<file path="src/rtl/price_feed_pkg.sv">
// Shared types and constants for the price feed path
// (UART framing through to the strategy stage).
package price_feed_pkg;

  localparam logic [7:0] SYNC_BYTE_DEF = 8'hAA;
  localparam int PKT_LEN = 6;
  localparam int PRICE_W = 16;

  localparam logic [2:0] S_IDLE = 3'd0;
  localparam logic [2:0] S_A_HI = 3'd1;
  localparam logic [2:0] S_A_LO = 3'd2;
  localparam logic [2:0] S_B_HI = 3'd3;
  localparam logic [2:0] S_B_LO = 3'd4;
  localparam logic [2:0] S_CHK  = 3'd5;

  typedef enum logic [2:0] {
    ST_IDLE = S_IDLE,
    ST_A_HI = S_A_HI,
    ST_A_LO = S_A_LO,
    ST_B_HI = S_B_HI,
    ST_B_LO = S_B_LO,
    ST_CHK  = S_CHK
  } state_t;

endpackage

</file>
<file path="src/rtl/price_packet_parser_rx_timeout.sv">
// Link watchdog: counts enabled cycles since the last clear
// and saturates at LIMIT, flagging expiry.
module rx_timeout #(
  parameter int LIMIT = 10000
) (
  input  logic clk,
  input  logic rst,
  input  logic clr,
  input  logic en,
  output logic expired
);

  localparam int W = $clog2(LIMIT + 1);

  logic [W-1:0] cnt;

  always_ff @(posedge clk) begin
    if (!rst || clr)
      cnt <= '0;
    else if (en && !expired)
      cnt <= cnt + W'(1);
  end

  assign expired = (cnt == W'(LIMIT));

endmodule

</file>
<file path="src/rtl/price_packet_parser.sv">
// Frames the 6-byte price packet from the UART byte stream,
// verifies its XOR checksum and publishes prices.
module price_packet_parser
  import price_feed_pkg::*;
#(
  parameter logic [7:0] SYNC_BYTE      = SYNC_BYTE_DEF,
  parameter int         TIMEOUT_CYCLES = 10000
) (
  input  logic               clk,
  input  logic               rst,
  input  logic [7:0]         rx_data,
  input  logic               rx_valid,
  output logic [PRICE_W-1:0] price_A,
  output logic [PRICE_W-1:0] price_B,
  output logic               packet_valid,
  output logic               chk_err,
  output logic               frame_err,
  output logic [15:0]        pkt_count
);

  state_t state, state_nx;

  logic [PRICE_W-1:0] shd_a, shd_b;
  logic [7:0]         sum;
  logic               pub, bad, tmo;
  logic               expired;

  rx_timeout #(.LIMIT(TIMEOUT_CYCLES)) u_tmo (
    .clk     (clk),
    .rst     (rst),
    .clr     (rx_valid || tmo || state == ST_IDLE),
    .en      (state != ST_IDLE),
    .expired (expired)
  );

  always_ff @(posedge clk) begin
    if (!rst)
      state <= ST_IDLE;
    else
      state <= state_nx;
  end

  // A byte arriving on the expiry cycle takes priority.
  always_comb begin
    state_nx = state;
    pub      = 1'b0;
    bad      = 1'b0;
    tmo      = 1'b0;
    if (rx_valid) begin
      unique case (state)
        ST_IDLE:
          if (rx_data == SYNC_BYTE)
            state_nx = ST_A_HI;
        ST_A_HI: state_nx = ST_A_LO;
        ST_A_LO: state_nx = ST_B_HI;
        ST_B_HI: state_nx = ST_B_LO;
        ST_B_LO: state_nx = ST_CHK;
        ST_CHK: begin
          state_nx = ST_IDLE;
          pub      = (rx_data == sum);
          bad      = (rx_data != sum);
        end
        default: state_nx = ST_IDLE;
      endcase
    end else if (expired && state != ST_IDLE) begin
      state_nx = ST_IDLE;
      tmo      = 1'b1;
    end
  end

  always_ff @(posedge clk) begin
    if (!rst) begin
      price_A      <= '0;
      price_B      <= '0;
      pkt_count    <= '0;
      packet_valid <= 1'b0;
      chk_err      <= 1'b0;
      frame_err    <= 1'b0;
      shd_a        <= '0;
      shd_b        <= '0;
      sum          <= '0;
    end else begin
      packet_valid <= pub;
      chk_err      <= bad;
      frame_err    <= tmo;
      if (pub) begin
        price_A   <= shd_a;
        price_B   <= shd_b;
        pkt_count <= pkt_count + 16'd1;
      end
      if (rx_valid) begin
        unique case (state)
          ST_IDLE: sum <= '0;
          ST_A_HI: begin
            shd_a[15:8] <= rx_data;
            sum         <= sum ^ rx_data;
          end
          ST_A_LO: begin
            shd_a[7:0] <= rx_data;
            sum        <= sum ^ rx_data;
          end
          ST_B_HI: begin
            shd_b[15:8] <= rx_data;
            sum         <= sum ^ rx_data;
          end
          ST_B_LO: begin
            shd_b[7:0] <= rx_data;
            sum        <= sum ^ rx_data;
          end
          default: ;
        endcase
      end
    end
  end

endmodule
</file>
<file path="config.mk">
export PLATFORM = sky130hd
export DESIGN_NAME = price_packet_parser
export DESIGN_NICKNAME = d
export VERILOG_FILES = /design/src/rtl/price_feed_pkg.sv /design/src/rtl/price_packet_parser_rx_timeout.sv /design/src/rtl/price_packet_parser.sv
export SDC_FILE = /design/constraint.sdc
export NUM_CORES = 1
export LEC_CHECK = 0
export ABC_AREA = 0
export CAP_MARGIN = 15
export CORE_MARGIN = 2
export CORE_UTILIZATION = 49
export DETAILED_ROUTE_END_ITERATION = 8
export PLACE_DENSITY = 0.76
export RECOVER_POWER = 50
export SLEW_MARGIN = 5
export SYNTH_ARGS = -nofsm -noshare
export SYNTH_HDL_FRONTEND = slang
export SYNTH_SLANG_ARGS = --single-unit
</file>
<file path="constraint.sdc">
create_clock -name clk -period 1.8 [get_ports clk]
set_clock_uncertainty 0.05 [all_clocks]
set_input_delay 0.36 -clock clk [delete_from_list [all_inputs] [get_ports clk]]
set_output_delay 0.36 -clock clk [all_outputs]
set_load 0.01 [all_outputs]
</file>
==> key figures, run 1 <==
Synthesis
  • Post-synth top flop: dfxtp_1
  • #FFs+latches synth: roughly 110
  • Top post-synthesis cells by count: nand2_1, dfxtp_1, a21oi_1, nor2_1, clkbuf_1
  • Synth warnings: 0
  • Number of enable flip-flop cells after synthesis: 0
  • Post-synth ARST share: 0%
  • Syn_nets: roughly 560
  • Synth top area cells: dfxtp_1, nand2_1, a21oi_1
  • Syn Std Cell Area: about 0.0044 mm2
  • Synth area leader: dfxtp_1
  • Most frequent cell after synthesis: nand2_1
  • Yosys cell types: between 40 and 50
  • Register area share after synthesis: between 40% and 50%
  • Avg Cell Area, Syn: around 8.0 um2
  • Post-Syn Instances: ~550
  • Post-synth top area share: 49.4%

Place
  • Placer Congestion: 0.857
  • Placed cell area: 0.00536 mm2
  • IO Port Bufs: between 60 and 70
  • Place WS: -0.668 ns
  • DP HPWL: just over 7 mm

CTS
  • CTS tree: yes
  • CTS sink count: between 100 and 150
  • CTS root buf: clkbuf_8
  • Inserted Clock Buffers: 9
  • Worst-path clk slew: about 0.09 ns
  • # hold bufs at CTS: 0
  • Worst skew pair latency: 0.36 ns
  • CTS Buffer Depth: 2
  • H-Tree Depth: 3

Floorplanning
  • Die height: slightly below 100 um
  • DIE WIDTH: 98.6 um
  • Starting Density: between 50% and 60%
  • I/O pin count: 62
  • Rows: 34
  • Core area: 0.00868 mm2
  • Die area: 0.00971 mm2

Layout
  • Share of layout cells above drive strength 1: around a fifth
  • Design Area, Final: roughly 0.0060 mm2
  • Ant diodes: 0
  • Final core utilization: 69.6%
  • Nets: approximately 660
  • Synthesis-to-layout area growth: 37.9%

Hold path
  • Hold Path Sink: price_B[11]$_SDFFE_PN0P_
  • Hold path start: price_B[11]$_SDFFE_PN0P_
  • Hold Crit Class: flop to flop
  • Hold path depth: 2

Global routing
  • Largest net degree at the start of global routing: 49
  • Vias in the first global route: 3892
  • Global-route wire length before repair: approximately 18 mm
  • Gr ovfl total: 0
  • GRT Total Usage: about 23%
  • Initial antenna violation count: 0

Timing
  • FMAX: slightly above 500 MHz
  • Final hold viol count: 0
  • Slew HR: 73.6%
  • # setup viols final: 45
  • Setup slack after layout: -0.187 ns
  • Final Slew Violations: 0
  • Tightest Pin Transition: ~0.4 ns
  • RSZ-0062 raised after global routing: yes
  • Tmin final: around 2.0 ns
  • Final period utilization: 110%

Power and ir drop
  • Worst VDD drop: approximately 0.00040 V
  • Total power: 0.00417 W
  • Leakage: 2.24 nW
  • PwrDens: 690 mW/mm2

Flow run
  • MaxCap Viol Count: 0

Drt
  • Wirelength per Cell: roughly 16 um
  • Vias: approximately 4200
  • Drt total wl: 11.7 mm
  • First-pass DRT Iterations: 5
  • Vias/cell: approximately 5.6
  • Initial drt markers: about 230
  • DRC: 0
  • Antenna-violating nets left: 0

Setup path
  • R2R cell count: 10
  • CP endpoint kind: flop
  • WP data arrival: 2.23 ns
  • Crit Path Class: flop to flop
  • Critical Path Fanout Max: 6
  • RR Endpoint: pkt_count[0]$_SDFFE_PN0P_
  • Worst reg2reg path startpoint: sum[3]$_SDFFE_PN0P_
  • Worst EP required: 2.04 ns
  • R2r setup slk: -0.19 ns
  • Crit path launch type: flop

Outcome
  • Violated checks: setup timing
  • Status: finished, violations left
[area by class of cell]
| cell class | count | area [um2] |
|---|---|---|
| well taps | 108 | 135 |
| repair buffers | 121 | 1220 |
| fillers | 647 | 2640 |
| clock inverters | 4 | 73.8 |
| multi-input cells | 391 | 2260 |
| inverters | 10 | 37.5 |
| flip-flops and latches | 108 | 2170 |
| clock buffers | 11 | 141 |
[where the power goes]
| part | switching, W | internal [W] |
|---|---|---|
| Sequential | 0.000000379 | 0.00239 |
| Clock | 0.000791 | 0.000816 |
| Combinational | 0.000107 | 0.0000684 |
| Total | 0.000898 | 0.00327 |
[cells by family (layout without fill, tap and decap cells)]
kind of cell,Yosys count,after routing,share of synthesized area (%)
AND/OR/NAND/NOR,251,251,27.1
AO/OA/AOI/OAI,119,119,14.5
flip-flops,108,108,49.4
buffers and inverters,46,146,4.63
XOR/XNOR,18,18,3.60
adder cells (fa/ha/maj),3,3,0.857
[worst max-delay path by stage]
stage	startpoint	end	slack, ns	cells past startpoint
2_1_floorplan	rx_data[1]	pkt_count[15]$_SDFFE_PN0P_	-0.04	8
3_3_place_gp	rx_data[4]	pkt_count[14]$_SDFFE_PN0P_	-0.59	7
3_5_place_dp	rx_valid	pkt_count[14]$_SDFFE_PN0P_	-0.67	7
4_1_cts	sum[1]$_SDFFE_PN0P_	pkt_count[8]$_SDFFE_PN0P_	-0.12	6
5_1_grt	sum[3]$_SDFFE_PN0P_	pkt_count[8]$_SDFFE_PN0P_	-0.24	6
6_report	sum[3]$_SDFFE_PN0P_	pkt_count[0]$_SDFFE_PN0P_	-0.19	10
[placed cells by master, fill, tap and decap left out, types with 10 or more instances in the layout]
master and instances:
nand2_1 134, dfxtp_1 103, a21oi_1 69, buf_4 41
clkdlybuf4s50_1 39, nor2_1 27, a21oi_2 18, nand3_1 12
nand2_4 12, clkbuf_8 10, dlygate4sd3_1 10
[stage by stage]
| step | instances | TNS [ns] | hold slack, ns |
|---|---|---|---|
| after floorplan | 545 | -0.467 | 0.386 |
| after global placement | 724 | -25.03 | 0.389 |
| after detailed placement | 724 | -29.37 | 0.393 |
| after CTS | 753 | -1.58 | 0.405 |
| after global routing | 753 | -7.30 | 0.414 |
| final | 753 | -4.60 | 0.401 |
[timing repair]
action	4_1_cts	5_1_grt
setup buffers	11	3
pin swaps	34	28
cloned	4	1
gates resized for setup	33	65
endpoints found under the setup margin	49	56
[state kept, by name, indices dropped and copies added, names as in the netlist]
register	count
pkt_count	16
price_A	16
price_B	16
shd_a	16
shd_b	16
u_tmo.cnt	14
sum	8
state	3
chk_err	1
frame_err	1
packet_valid	1
[per-layer routing]
metal  up-vias  part of all wire (%)  GRT usage, %
met2       153                    51          39.2
met1      2002                    42          29.0
met5         -                     0             0
met4         0                   2.0          8.22
li1       2026                     -             -
met3        28                   4.9          3.19
[worst max-delay path, cell delays in order, from the launching register on]
cell	delay, ns
dfxtp_1	0.36
clkinv_1	0.10
buf_4	0.15
o221ai_1	0.23
buf_4	0.17
buf_4	0.11
and4bb_4	0.26
buf_12	0.14
buf_12	0.14
xnor2_2	0.12
nor2_1	0.10
Power figures use the tool's default switching activity.
==> run 2, diff against run 1 <==
--- a/config.mk
+++ b/config.mk
@@ -8,11 +8,11 @@
 export ABC_AREA = 0
 export CAP_MARGIN = 15
 export CORE_MARGIN = 2
-export CORE_UTILIZATION = 49
+export CORE_UTILIZATION = 40
 export DETAILED_ROUTE_END_ITERATION = 8
-export PLACE_DENSITY = 0.76
 export RECOVER_POWER = 50
 export SLEW_MARGIN = 5
 export SYNTH_ARGS = -nofsm -noshare
 export SYNTH_HDL_FRONTEND = slang
+export SYNTH_HIERARCHICAL = 1
 export SYNTH_SLANG_ARGS = --single-unit
==> run 2 against run 1 <==
- the run now ends clean
- die area grew 43%
- first-iteration DRC count grew 58%
- clock power up 14%
- critical path depth is the same
- count of clock-buffer cells in the layout is 1 lower
- worst hold slack got worse by 0.025 ns
- critical path type unchanged
- largest power group unchanged
==> key figures, run 2 <==
Floorplanning
  • Rows: 41 (+21%)
  • I/O pin count: 62 (unchanged)
  • DIE WIDTH: 118 um (+19%)
  • Die area: 0.0139 mm2 (+43%)
  • Core area: 0.0126 mm2 (+45%)
  • Starting Density: 41.0% (-9.5 points)
  • Die height: 118 um (+19%)

Setup path
  • Critical Path Fanout Max: 6 (unchanged)
  • Crit Path Class: flop to flop
  • WP data arrival: 1.99 ns (-0.24 ns)
  • Worst reg2reg path startpoint: u_tmo/cnt[0]$_SDFFE_PP0P_
  • CP endpoint kind: flop
  • Critical Path Max Stage Delay: 0.34 ns (-0.02 ns)
  • Crit path launch type: flop
  • CP Launch Point: u_tmo/cnt[0]$_SDFFE_PP0P_
  • Crit path max-delay family: simple AND/OR/NAND/NOR gates
  • CP max stage cell: dfxtp_2
  • Worst EP required: 2.02 ns (-0.02 ns)
  • CP Cell Sequence: inv_2 > ha_4 > nor3b_4 > and4_1 > nor2_2 > nand2_2 > nor2b_4 > clkbuf_16 > nand2b_1 > mux2i_1
  • Buf/Inv on CP: 2 (-4)

Synthesis
  • Synth area leader: dfxtp_1
  • Post-synth top flop: dfxtp_1
  • Syn Std Cell Area: 0.00517 mm2 (+18%)
  • Avg Cell Area, Syn: 9.28 um2 (+16%)
  • Post-synth ARST share: 0% (unchanged)
  • #FFs+latches synth: 108 (unchanged)
  • Yosys cell types: 56 (+37%)
  • Post-Syn Instances: 557 (+2.2%)
  • Synth warnings: 6 (+6)
  • Synth top area cells: dfxtp_1, mux2i_1, nand2_1
  • Syn_nets: 571 (+2.1%)
  • Register area share after synthesis: 41.8% (-7.5 points)
  • Number of enable flip-flop cells after synthesis: 0 (unchanged)
  • Post-synth top area share: 41.8% (-7.5 points)
  • Top post-synthesis cells by count: nand2_1, dfxtp_1, mux2i_1, a21boi_0, clkbuf_1
  • Most frequent cell after synthesis: nand2_1

Timing
  • Slew HR: 58.1% (-16 points)
  • Setup slack after layout: 0.0296 ns (+0.217 ns)
  • Final Slew Violations: 0 (unchanged)
  • Fin Hold WS: 0.376 ns (-0.0247 ns)
  • Setup_tns: 0 ns (+4.60 ns)
  • Tightest Pin Transition: 0.628 ns (+0.236 ns)
  • RSZ-0062 raised after global routing: yes
  • FMAX: 565 MHz (+12%)
  • # setup viols final: 0 (-100%)
  • Tmin final: 1.77 ns (-0.217 ns)
  • Final hold viol count: 0 (unchanged)
  • Final period utilization: 98.4% (-12 points)

Layout
  • Ant diodes: 0 (unchanged)
  • Commonest non-fill, non-tap cells in the layout: nand2_1, dfxtp_1, mux2i_1
  • Synthesis-to-layout area growth: 26.3%
  • Nets: 652 (-0.46%)
  • Post-Layout Cell Count: 814 (+8.1%)
  • Share of layout cells above drive strength 1: 16.8% (-3.5 points)
  • Most common cell after layout, fill and taps aside: nand2_1

Power and ir drop
  • Worst VDD drop: 0.000524 V (+31%)
  • Leakage: 2.15 nW (-3.9%)
  • PwrDens: 682 mW/mm2 (-1.3%)
  • Total power: 0.00445 W (+6.7%)

Global routing
  • GRT Total Usage: 17.0% (-5.7 points)
  • Vias in the first global route: 3952 (+1.5%)
  • Initial antenna violation count: 0 (unchanged)
  • Largest net degree at the start of global routing: 67 (+37%)
  • Global-route wire length before repair: 19.3 mm (+6.3%)
  • Gr ovfl total: 0 (unchanged)

Drt
  • DRC: 0 (unchanged)
  • Antenna-violating nets left: 0 (unchanged)
  • Wirelength per Cell: 14.1 um (-9.0%)
  • Drt total wl: 11.5 mm (-1.6%)
  • First-pass DRT Iterations: 4 (-1)
  • Vias: 4077 (-3.1%)
  • Initial drt markers: 358 (+58%)
  • Vias/cell: 5.01 (-10%)

CTS
  • H-Tree Depth: 3 (unchanged)
  • # hold bufs at CTS: 0 (unchanged)
  • Worst-path clk slew: 0.07 ns (-0.02 ns)
  • CTS sink count: 108 (unchanged)
  • CTS Buffer Depth: 2 (unchanged)
  • CTS tree: yes
  • Worst skew pair latency: 0.35 ns (about the same)
  • CTS root buf: clkbuf_16
  • Inserted Clock Buffers: 9 (unchanged)

Hold path
  • Hold path start: rst
  • Hold Crit Class: input pin to flop

Place
  • Placer Congestion: 0.797 (-7.0%)
  • Place WS: -0.530 ns (+0.138 ns)
  • IO Port Bufs: 61 (unchanged)
  • DP HPWL: 7.83 mm (+9.7%)
  • Placed Cells: 792 (+9.4%)

Flow run
  • MaxCap Viol Count: 0 (unchanged)

Outcome
  • Status: finished clean
==> run 2: final timing paths <==
path	cells past startpoint	endpoint	slack [ns]
setup reg to reg	10	u_tmo/cnt[10]$_SDFFE_PP0P_	0.03
hold / removal	2	sum[3]$_SDFFE_PN0P_	0.38
setup / recovery	10	u_tmo/cnt[10]$_SDFFE_PP0P_	0.03
hold reg to reg	2	price_A[14]$_SDFFE_PN0P_	0.40
==> run 2: power breakdown <==
group	switching, W	internal (W)	leakage [nW]
sequential	0.000000519	0.00238	0.875
clock	0.000904	0.000940	0.122
combinational	0.000133	0.0000904	1.15
==> run 2: cell families after synthesis <==
group | Yosys count | synth area share, %
AO/OA/AOI/OAI | 54 | 7.52
XOR/XNOR | 10 | 3.87
adder cells (fa/ha/maj) | 3 | 0.726
buffers and inverters | 49 | 5.71
flip-flops | 108 | 41.8
multiplexers | 69 | 13.4
AND/OR/NAND/NOR | 264 | 27.0
==> run 2: metal layers <==
metal | vias up | share of wire [%] | GRT usage (%)
met2 | 66 | 46 | 26.9
met4 | 0 | 0.61 | 4.37
met1 | 1932 | 50 | 23.1
met3 | 6 | 3.3 | 4.26
li1 | 2073 | - | -
met5 | - | 0 | 0
==> run 2: what timing repair did <==
item                                    in CTS  in global routing
pin swaps                                    2                 10
resized for setup                           15                 26
endpoints found under the setup margin      51                 49
gates cloned                                 1                  1
hold endpoints to repair                     0                  0
buffers inserted                             2                  4
==> run 2: cell type report <==
cell class,count,area [um2]
Fill cell,1209,6090
Tap cell,172,215
Timing Repair Buffer,112,1030
Multi-Input combinational cell,400,2810
Clock buffer,10,229
Inverter,7,26.3
Sequential cell,108,2180
Clock inverter,5,38.8
==> run 2: through the flow <==
stage,instance area (um2),utilization [%]
floorplan,5190,-
global placement,6110,48.4
detailed placement,6110,48.4
CTS,6450,51.1
global route,6530,51.8
finish,6530,51.8
==> run 3, diff against run 2 <==
--- a/config.mk
+++ b/config.mk
@@ -7,7 +7,7 @@
 export LEC_CHECK = 0
 export ABC_AREA = 0
 export CAP_MARGIN = 15
-export CORE_MARGIN = 2
+export CORE_MARGIN = 4
 export CORE_UTILIZATION = 40
 export DETAILED_ROUTE_END_ITERATION = 8
 export RECOVER_POWER = 50
==> run 3 against run 2 <==
- clock power is 3% higher
- global-route usage is 0.27 points lower
- final cell count is 0.12% higher
- design area up 1.1%
- first-iteration DRC count down 21%
- non-clock buffer count unchanged
- combinational power down 3%
- fmax shrank 1.1%
- flip-flop and latch count did not move
- critical endpoint unchanged
- largest power group unchanged
==> key figures, run 3 (synthesized netlist as in run 2, its figures left out) <==
Outcome
  • Status: finished clean

Drt
  • Wirelength per Cell: 14.6 um (+3.2%)
  • Vias/cell: 4.96 (-0.88%)
  • DRC: 0 (unchanged)
  • Drt total wl: 11.9 mm (+3.3%)
  • Vias: 4046 (-0.76%)
  • Initial drt markers: 282 (-21%)
  • Antenna-violating nets left: 0 (unchanged)
  • First-pass DRT Iterations: 4 (unchanged)

Power and ir drop
  • Total power: 0.00450 W (+1.1%)
  • Worst VDD drop: 0.000551 V (+5.2%)
  • Leakage: 2.15 nW (about the same)
  • PwrDens: 681 mW/mm2 (about the same)

Timing
  • Final period utilization: 99.4% (+1.1 points)
  • Final hold viol count: 0 (unchanged)
  • # setup viols final: 0 (unchanged)
  • Slew HR: 70.0% (+12 points)
  • FMAX: 559 MHz (-1.1%)
  • RSZ-0062 raised after global routing: yes
  • Final Slew Violations: 0 (unchanged)
  • Tightest Pin Transition: 0.445 ns (-0.184 ns)
  • Tmin final: 1.79 ns (+0.0192 ns)
  • Fin Hold WS: 0.369 ns (-0.00667 ns)
  • Setup slack after layout: 0.0104 ns (-0.0192 ns)

Setup path
  • Worst reg2reg path startpoint: u_tmo/cnt[1]$_SDFFE_PP0P_
  • WP data arrival: 2.01 ns (+0.02 ns)
  • Worst EP required: 2.02 ns (about the same)
  • RR Endpoint: u_tmo/cnt[10]$_SDFFE_PP0P_
  • Critical Path Fanout Max: 6 (unchanged)
  • Crit Path Class: flop to flop
  • Worst setup endpoint: u_tmo/cnt[10]$_SDFFE_PP0P_
  • CP max stage cell: dfxtp_2
  • Crit path launch type: flop
  • R2R cell count: 10 (unchanged)
  • Buf/Inv on CP: 2 (unchanged)
  • Critical Path Max Stage Delay: 0.33 ns (about the same)
  • CP Cell Sequence: inv_1 > ha_4 > nor3b_4 > and4_4 > nor2_4 > nand2_2 > nor2b_4 > clkbuf_16 > nand2b_4 > mux2i_1
  • CP Launch Point: u_tmo/cnt[1]$_SDFFE_PP0P_
  • R2r setup slk: 0.01 ns (-0.02 ns)
  • WP depth: 10 (unchanged)
  • Crit path max-delay family: simple AND/OR/NAND/NOR gates
  • CP endpoint kind: flop

Layout
  • Final core utilization: 52.3% (+0.57 points)
  • Nets: 652 (unchanged)
  • Ant diodes: 0 (unchanged)
  • Share of layout cells above drive strength 1: 17.7% (+0.91 points)
  • Sequential cell area: 0.00218 mm2 (+0.17%)
  • Commonest non-fill, non-tap cells in the layout: nand2_1, dfxtp_1, mux2i_1
  • # fillers: 1195 (-1.2%)
  • Multi-input gate area: 0.00281 mm2 (-0.13%)
  • Most common cell after layout, fill and taps aside: nand2_1
  • Synthesis-to-layout area growth: 27.7%
  • Design Area, Final: 0.00660 mm2 (+1.1%)

Global routing
  • GRT Total Usage: 16.7% (-0.27 points)
  • Vias in the first global route: 3861 (-2.3%)
  • Global-route wire length before repair: 19.7 mm (+2.5%)
  • Gr ovfl total: 0 (unchanged)
  • Largest net degree at the start of global routing: 90 (+34%)
  • Initial antenna violation count: 0 (unchanged)

CTS
  • Worst-path clk slew: 0.07 ns (about the same)
  • CTS root buf: clkbuf_16
  • H-Tree Depth: 3 (unchanged)
  • Inserted Clock Buffers: 9 (unchanged)
  • Worst skew pair latency: 0.35 ns (about the same)
  • # hold bufs at CTS: 0 (unchanged)
  • CTS tree: yes
  • CTS Buffer Depth: 2 (unchanged)
  • CTS sink count: 108 (unchanged)

Floorplanning
  • Die height: 122 um (+3.4%)
  • DIE WIDTH: 122 um (+3.4%)
  • I/O pin count: 62 (unchanged)
  • Core area: 0.0126 mm2 (unchanged)
  • Die area: 0.0148 mm2 (+6.9%)
  • Starting Density: 41.0% (unchanged)
  • Rows: 41 (unchanged)

Place
  • Placed cell area: 0.00612 mm2 (+0.12%)
  • Place WS: -0.489 ns (+0.0410 ns)
  • DP HPWL: 7.92 mm (+1.1%)
  • Placer Congestion: 0.808 (+1.5%)
  • IO Port Bufs: 61 (unchanged)

Hold path
  • Hold Crit Class: input pin to flop

Flow run
  • MaxCap Viol Count: 0 (unchanged)
run 3: cell types whose count changed in the layout (fill, tap and decap cells not counted), sizes merged:
cell,change
dlygate4sd3,-10
clkdlybuf4s50,+8
buf,+5
clkbuf,-5
clkdlybuf4s25,+2
clkinvlp,-2
inv,+2
clkinv,+1
dlygate4sd2,+1
dlymetal6s2s,-1
run 3: worst min-delay path, delay by kind of cell:
kind                   cells  cell delay (ns)
multiplexers               1             0.05
AND/OR/NAND/NOR            1             0.10
buffers and inverters      1             0.21
run 3: worst min path at each step:
stage,start,end,slack (ns),depth (start not counted)
floorplan,shd_a[0]$_SDFFE_PN0P_,price_A[0]$_SDFFE_PN0P_,0.39,2
global placement,shd_b[6]$_SDFFE_PN0P_,price_B[6]$_SDFFE_PN0P_,0.39,2
detailed placement,price_A[11]$_SDFFE_PN0P_,price_A[11]$_SDFFE_PN0P_,0.40,2
CTS,rst,pkt_count[8]$_SDFFE_PN0P_,0.36,3
global route,rst,chk_err$_SDFF_PN0_,0.38,2
finish,rst,pkt_count[2]$_SDFFE_PN0P_,0.37,3
run 3: area by class of cell:
cell class | count | area share [%]
clock buffer | 10 | 3.62
inverter | 7 | 0.398
multi-input combinational | 400 | 42.5
sequential | 108 | 33.0
clock inverter | 6 | 0.663
tap | 172 | 3.26
timing repair buffer | 112 | 16.5
run 3: layer usage:
layer	track usage (%)	vias up	share of wire, %
li1	-	2072	-
met1	23.9	1889	49
met2	24.6	83	45
met3	4.60	2	5.2
met4	4.97	0	0.41
met5	0	-	0
run 3: what timing repair did:
action                                  CTS  global route
buffers inserted                          3             1
gates cloned                              2             1
endpoints found under the hold margin     0             0
gates resized for setup                  17            29
endpoints found under the setup margin   49            47
pin swaps                                 1             4
run 3: metrics by stage:
stage                     std cells  setup TNS [ns]
after floorplan                 557               0
after global placement          793          -28.73
after detailed placement        793          -32.25
after CTS                       814               0
after global routing            815          -0.255
final                           815               0
run 3: where the power goes:
part,leakage (nW),internal (W),switching [W]
Sequential,0.876,0.00238,0.000000534
Clock,0.140,0.000987,0.000910
Combinational,1.13,0.0000876,0.000130
Total,2.15,0.00346,0.00104
